### src/rtl/wrapper_ahb_packet_fifo_constructor.sv
// AHB-lite target that assembles 32-bit writes into PACKETWIDTH-bit packets and streams them from a FIFO.
// Optional status register: define WRAPPER_PKT_STATUS_EN.
module wrapper_ahb_packet_fifo_constructor #(
   parameter int ADDRWIDTH   = 11,
   parameter int PACKETWIDTH = 512,
   parameter int FIFODEPTH   = 2
) (
   input  logic                   HCLK,
   input  logic                   HRESETn,
   input  logic                   HSELS,
   input  logic [ADDRWIDTH-1:0]   HADDRS,
   input  logic [1:0]             HTRANSS,
   input  logic [2:0]             HSIZES,
   input  logic                   HWRITES,
   input  logic                   HREADYS,
   input  logic [31:0]            HWDATAS,
   output logic                   HREADYOUTS,
   output logic                   HRESPS,
   output logic [31:0]            HRDATAS,
   output logic [PACKETWIDTH-1:0] packet_data,
   output logic                   packet_data_last,
   output logic                   packet_data_valid,
   input  logic                   packet_data_ready,
   output logic                   data_req
);
   localparam int WORDS = PACKETWIDTH / 32;
   localparam int IW    = $clog2(WORDS);
   localparam int PW    = (FIFODEPTH > 1) ? $clog2(FIFODEPTH) : 1;
   localparam int CW    = $clog2(FIFODEPTH + 1);

   // Stream handshake: a packet transfers on a cycle where packet_data_valid and
   // packet_data_ready are both high; valid never depends on ready.
   logic                   dp_write, dp_read, dp_last;
   logic [IW-1:0]          dp_idx;
   logic [3:0]             dp_be, ap_be;
   logic [31:0]            stage [WORDS];
   logic [PACKETWIDTH-1:0] mem [FIFODEPTH];
   logic [FIFODEPTH-1:0]   mem_last;
   logic [PW-1:0]          rd_ptr, wr_ptr;
   logic [CW-1:0]          count;
   logic                   full, pop, complete, push, wr_ok, idx_ok;
   logic [31:0]            cur_word, wr_word;
   logic [PACKETWIDTH-1:0] push_pkt;
   logic                   unused_ok;

   assign unused_ok = ^{HADDRS, HTRANSS[0], HSIZES[2]};

   function automatic logic [PW-1:0] ptr_next(input logic [PW-1:0] p);
      return (p == PW'(FIFODEPTH - 1)) ? '0 : p + PW'(1);
   endfunction

   always_comb begin
      ap_be = 4'b1111;
      case (HSIZES[1:0])
         2'b00:   ap_be = 4'b0001 << HADDRS[1:0];
         2'b01:   ap_be = HADDRS[1] ? 4'b1100 : 4'b0011;
         default: ap_be = 4'b1111;
      endcase
   end

`ifdef WRAPPER_PKT_STATUS_EN
   logic             dp_status;
   logic [WORDS-1:0] written;
   logic [7:0]       wcnt;
`endif

   always_ff @(posedge HCLK or negedge HRESETn) begin
      if (!HRESETn) begin
         dp_write <= 1'b0;
         dp_read  <= 1'b0;
         dp_last  <= 1'b0;
         dp_idx   <= '0;
         dp_be    <= '0;
`ifdef WRAPPER_PKT_STATUS_EN
         dp_status <= 1'b0;
`endif
      end else if (HREADYS) begin
         dp_write <= HSELS & HTRANSS[1] & HWRITES;
         dp_read  <= HSELS & HTRANSS[1] & ~HWRITES;
         dp_last  <= HADDRS[ADDRWIDTH-1];
         dp_idx   <= HADDRS[IW+1:2];
         dp_be    <= ap_be;
`ifdef WRAPPER_PKT_STATUS_EN
         dp_status <= HADDRS[ADDRWIDTH-2];
`endif
      end
   end

   // Only the completing word of a packet can stall, and only if no slot frees this cycle.
   always_comb begin
      full       = (count == CW'(FIFODEPTH));
      pop        = (count != '0) & packet_data_ready;
      idx_ok     = ({1'b0, dp_idx} < (IW + 1)'(WORDS));
      complete   = dp_write & (dp_idx == IW'(WORDS - 1));
      HREADYOUTS = ~(complete & full & ~pop);
      wr_ok      = dp_write & HREADYOUTS & idx_ok;
      push       = complete & HREADYOUTS;
      cur_word   = idx_ok ? stage[dp_idx] : '0;
      for (int b = 0; b < 4; b++)
         wr_word[8*b +: 8] = dp_be[b] ? HWDATAS[8*b +: 8] : cur_word[8*b +: 8];
      for (int i = 0; i < WORDS; i++)
         push_pkt[32*i +: 32] = (i == WORDS - 1) ? wr_word : stage[i];
   end

   always_ff @(posedge HCLK or negedge HRESETn) begin
      if (!HRESETn) begin
         for (int i = 0; i < WORDS; i++) stage[i] <= '0;
      end else if (push) begin
         for (int i = 0; i < WORDS; i++) stage[i] <= '0;
      end else if (wr_ok) begin
         stage[dp_idx] <= wr_word;
      end
   end

   always_ff @(posedge HCLK or negedge HRESETn) begin
      if (!HRESETn) begin
         rd_ptr   <= '0;
         wr_ptr   <= '0;
         count    <= '0;
         mem_last <= '0;
         for (int i = 0; i < FIFODEPTH; i++) mem[i] <= '0;
      end else begin
         if (push) begin
            mem[wr_ptr]      <= push_pkt;
            mem_last[wr_ptr] <= dp_last;
            wr_ptr           <= ptr_next(wr_ptr);
         end
         if (pop) rd_ptr <= ptr_next(rd_ptr);
         if (push && !pop)      count <= count + CW'(1);
         else if (pop && !push) count <= count - CW'(1);
      end
   end

   assign packet_data       = mem[rd_ptr];
   assign packet_data_last  = mem_last[rd_ptr];
   assign packet_data_valid = (count != '0);
   assign data_req          = (count < CW'(FIFODEPTH));
   assign HRESPS            = 1'b0;

`ifdef WRAPPER_PKT_STATUS_EN
   always_ff @(posedge HCLK or negedge HRESETn) begin
      if (!HRESETn)    written <= '0;
      else if (push)   written <= '0;
      else if (wr_ok)  written[dp_idx] <= 1'b1;
   end

   always_comb begin
      wcnt = '0;
      for (int i = 0; i < WORDS; i++) wcnt = wcnt + 8'(written[i]);
   end

   always_comb begin
      HRDATAS = '0;
      if (dp_read && dp_status)   HRDATAS = {16'b0, 8'(count), wcnt};
      else if (dp_read && idx_ok) HRDATAS = stage[dp_idx];
   end
`else
   always_comb begin
      HRDATAS = '0;
      if (dp_read && idx_ok) HRDATAS = stage[dp_idx];
   end
`endif
endmodule

### config.mk
export PLATFORM = sky130hd
export DESIGN_NAME = wrapper_ahb_packet_fifo_constructor
export DESIGN_NICKNAME = d
export VERILOG_FILES = /design/src/rtl/wrapper_ahb_packet_fifo_constructor.sv
export SDC_FILE = /design/constraint.sdc
export NUM_CORES = 2
export LEC_CHECK = 0
export CELL_PAD_IN_SITES_DETAIL_PLACEMENT = 1
export CELL_PAD_IN_SITES_GLOBAL_PLACEMENT = 2
export CORE_MARGIN = 2
export CORE_UTILIZATION = 30
export CTS_BUF_LIST = sky130_fd_sc_hd__clkbuf_16
export DETAILED_ROUTE_END_ITERATION = 7
export PLACE_DENSITY = 0.64
export SETUP_SLACK_MARGIN = 0.5
export SYNTH_ARGS = -nofsm -noshare
export SYNTH_HDL_FRONTEND = slang
export SYNTH_SLANG_ARGS = --single-unit
### constraint.sdc
create_clock -name HCLK -period 2.6 [get_ports HCLK]
set_input_delay 0.52 -clock HCLK [delete_from_list [all_inputs] [get_ports HCLK]]
set_output_delay 0.52 -clock HCLK [all_outputs]
set_load 0.01 [all_outputs]
==> metrics.md <==
| Metric | Value |
|---|---|
| Most common flop cell mapped by yosys | dfrtp_1 |
| Max-slew headroom | around a fifth |
| Finish-stage setup viols | around 1600 |
| Most common cell in the netlist | dfrtp_1 |
| Ports | 603 |
| Worst Skew | just under 0.03 ns |
| Share of flip-flops with an asynchronous set or reset | 100% |
| Vias per inst | 5.50 |
| CTS Buf Count | around 180 |
| Least-Margin Pin Slew | around 1.2 ns |
| HPWL after detailed placement | approximately 210000 µm |
| DRT Pass-1 Iters | 5 |
| Post-synthesis register bit count | 1553 |
| Power Density | approximately 1100 nW/µm² |
| RR Startpoint | dp_idx[0]$_DFFE_PN0P_ |
| Max Slew Vio Count | 0 |
| Area grow syn2layout | 34.3% |
| Biggest area consumer among synthesized cells | dfrtp_1 |
| Setup slack, reg-to-reg | -0.34 ns |
| Peak VDD IR | ~0.59 mV |
| Critical path peak fanout | 7 |
| Critical Path RT | roughly 2.1 ns |
| Aggregate global routing overflow | 0 |
| FP Rows | roughly 180 |
| Worst Hold Class | primary input to async pin |
| Area share of the largest cell type after synthesis | 54.8% |
| Die Y | just under 500 µm |
| RSZ-0062 raised after global routing | true |
| R2R Path End | push_pkt[137]$_DFFE_PN0P_ |
| Core box area | approximately 240000 µm² |
| Nets | about 6400 |
| Filler instances | between 20000 and 25000 |
| Status | complete, but fails checks |
| Post-Synthesis Cells | about 5200 |
| Max_cap viols | 0 |
| H-tree Lvls | 4 |
| Warnings, synthesis | 0 |
| Fin. Hold Viols | 0 |
| Clk buf depth | 3 |
| PortBufs | between 500 and 600 |
| First-pass GRT wire length | roughly 420000 µm |
| Final ANT Viol Nets | 0 |
| Multi-input gate area | slightly above 30000 µm² |
| Synthesized Nets | ~5200 |
| Worst setup SP type | register |
| Total die area | between 200000 and 250000 µm² |
| Register area share after synthesis | 54.8% |
| Final WL | slightly below 300000 µm |
| Largest net degree at the start of global routing | between 100 and 150 |
| CTS tree | done |
| Antenna violations before repair | 13 |
| Root Buffer | clkbuf_16 |
| Lkg Pwr | 45.1 nW |
| Synth top area cells | dfrtp_1 55%, mux2_2 23%, o221ai_1 5.9% |
| Sum Neg Setup Slack | -364.18 ns |
| Final period utilization | 140% |
| DR DRC count | 0 |
| Worst Path Arrival | 3.13 ns |
| Fmax | roughly 270 MHz |
| Syn Std Cell Area | approximately 71000 µm² |
| Synth cell count leaders | 1553 x dfrtp_1, 1480 x mux2_2, 480 x o221ai_1 |
| Min Tclk post-route | between 3 and 4 ns |
| Netlist cell types | between 40 and 50 |
| Vias in the first global route | around 55000 |
| DP Worst Slack | -0.586 ns |
| Share of cells above drive strength 1 | between 40% and 50% |
| R2R cell count | 9 |
| Worst-path clk slew | around 0.060 ns |
| Total number of vias | ~53000 |
| Die W | about 500 µm |
| Initial Utilization | a little under a third |
| DR iter-0 viols | 4697 |
| GP Congestion | 0.880 |
| Final worst slack | -1.05 ns |
| Storage element area | 38900 µm² |
| Crit path kind | register to output pin |
| Failing checks | negative setup slack |
| Clock Sink Count | roughly 1600 |
| Global Route Usage Sum | a little under a quarter |
| Wire length per cell | 30.8 µm |
| Syn Area/Cell | between 10 and 15 µm² |
| Number of synthesized flops with an enable pin | 0 |
| Crit end category | output pin |
| Skew-Pair Late Insertion Delay | 0.86 ns |
-- per-layer routing --
metal  track usage [%]  wire (µm)  up-vias
li1                  -          -    21900
met1              36.2     141000    28800
met2              34.2     127000     1956
met3              4.52      20400      278
met4              6.93       8270        4
met5                 0         27        -
-- registers in the layout (all words and copies together), names as in the netlist, 2 cells and up --
| register | flops |
|---|---|
| count | 2 |
| dp_be | 4 |
| dp_idx | 4 |
| mem | 1024 |
| mem_last | 2 |
| push_pkt | 480 |
| stage | 32 |
-- kinds of logic (layout without fill, tap and decap cells) --
family                   after synthesis  after routing  share of synthesized area (%)
multiplexers                        1672           1672                           28.5
flip-flops                          1553           1553                           54.8
AO/OA/AOI/OAI                        984            984                           10.2
buffers and inverters                538           1834                           3.29
AND/OR/NAND/NOR                      415            415                           3.15
XOR/XNOR                               5              5                         0.0618
adder cells (fa/ha/maj)                1              1                         0.0176
other                                  1             14                        0.00529
-- worst max-delay path: stages (launching register included) --
cell	delay, ns
dfrtp_4	0.55
buf_12	0.18
buf_12	0.13
buf_16	0.14
buf_12	0.13
mux4_2	0.48
a22o_1	0.29
nor2_4	0.15
nor2_4	0.08
buf_6	0.14
-- report_power, final --
part | switching, W | total [W] | internal (W)
clock | 0.0109 | 0.0241 | 0.0133
combinational | 0.0215 | 0.0443 | 0.0228
sequential | 0.00620 | 0.0375 | 0.0313
-- worst max-delay path by stage --
stage	start	slack (ns)	endpoint
finish	dp_idx[0]$_DFFE_PN0P_	-1.05	HRDATAS[22]
global route	dp_idx[0]$_DFFE_PN0P_	-1.11	HRDATAS[7]
CTS	dp_idx[0]$_DFFE_PN0P_	-1.14	HRDATAS[2]
detailed placement	packet_data_ready	-0.59	HREADYOUTS
global placement	packet_data_ready	-0.59	HREADYOUTS
floorplan	dp_idx[0]$_DFFE_PN0P_	0.23	HRDATAS[10]
-- final cells by class --
class                   count  area share, %
inverters                   4         0.0158
well taps                3150           4.14
clock buffers             179           4.70
multi-input cells        3078           32.1
clock inverters           148           1.08
diodes                     13         0.0342
repair buffers           1503           17.1
flip-flops and latches   1553           40.8
-- cells in the final DEF (no fill, tap or decap), types with 83 or more instances in the layout --
| cell type | netlist | layout |
|---|---|---|
| mux2_2 | 1480 | 1303 |
| buf_4 | 35 | 630 |
| buf_6 | 2 | 249 |
| o31ai_1 | 96 | 96 |
| clkdlybuf4s50_1 | 0 | 141 |
| buf_12 | 0 | 158 |
| clkbuf_2 | 0 | 83 |
| nand2_1 | 168 | 167 |
| clkbuf_16 | 0 | 194 |
| mux2_4 | 0 | 177 |
| o221ai_1 | 480 | 480 |
| mux4_2 | 128 | 128 |
| dlymetal6s2s_1 | 0 | 101 |
| dfrtp_1 | 1553 | 1548 |
| o21ai_0 | 323 | 323 |
-- stage by stage --
stage / utilization, % / instances / total power (W) / hold slack [ns] / area [µm²]
after floorplan: - / 5169 / 0.0526 / 0.224 / 71100
after global placement: 36.4 / 9064 / 0.0746 / 0.453 / 85500
after detailed placement: 36.4 / 9064 / 0.0755 / 0.451 / 85500
after CTS: 39.7 / 9510 / 0.103 / 0.209 / 93300
after global routing: 40.5 / 9620 / 0.110 / 0.242 / 95200
final: 40.5 / 9628 / 0.106 / 0.254 / 95300
-- timing repair --
item / CTS / global route
setup endpoints to repair: 2089 / 2056
setup buffers: 86 / 85
gates resized for setup: 808 / 998
hold endpoints to repair: 131 / 0
gates cloned: 32 / 20
hold buffers: 1 / 0
pin swaps: 60 / 37
Note: power is estimated with default switching activity, not from simulation.
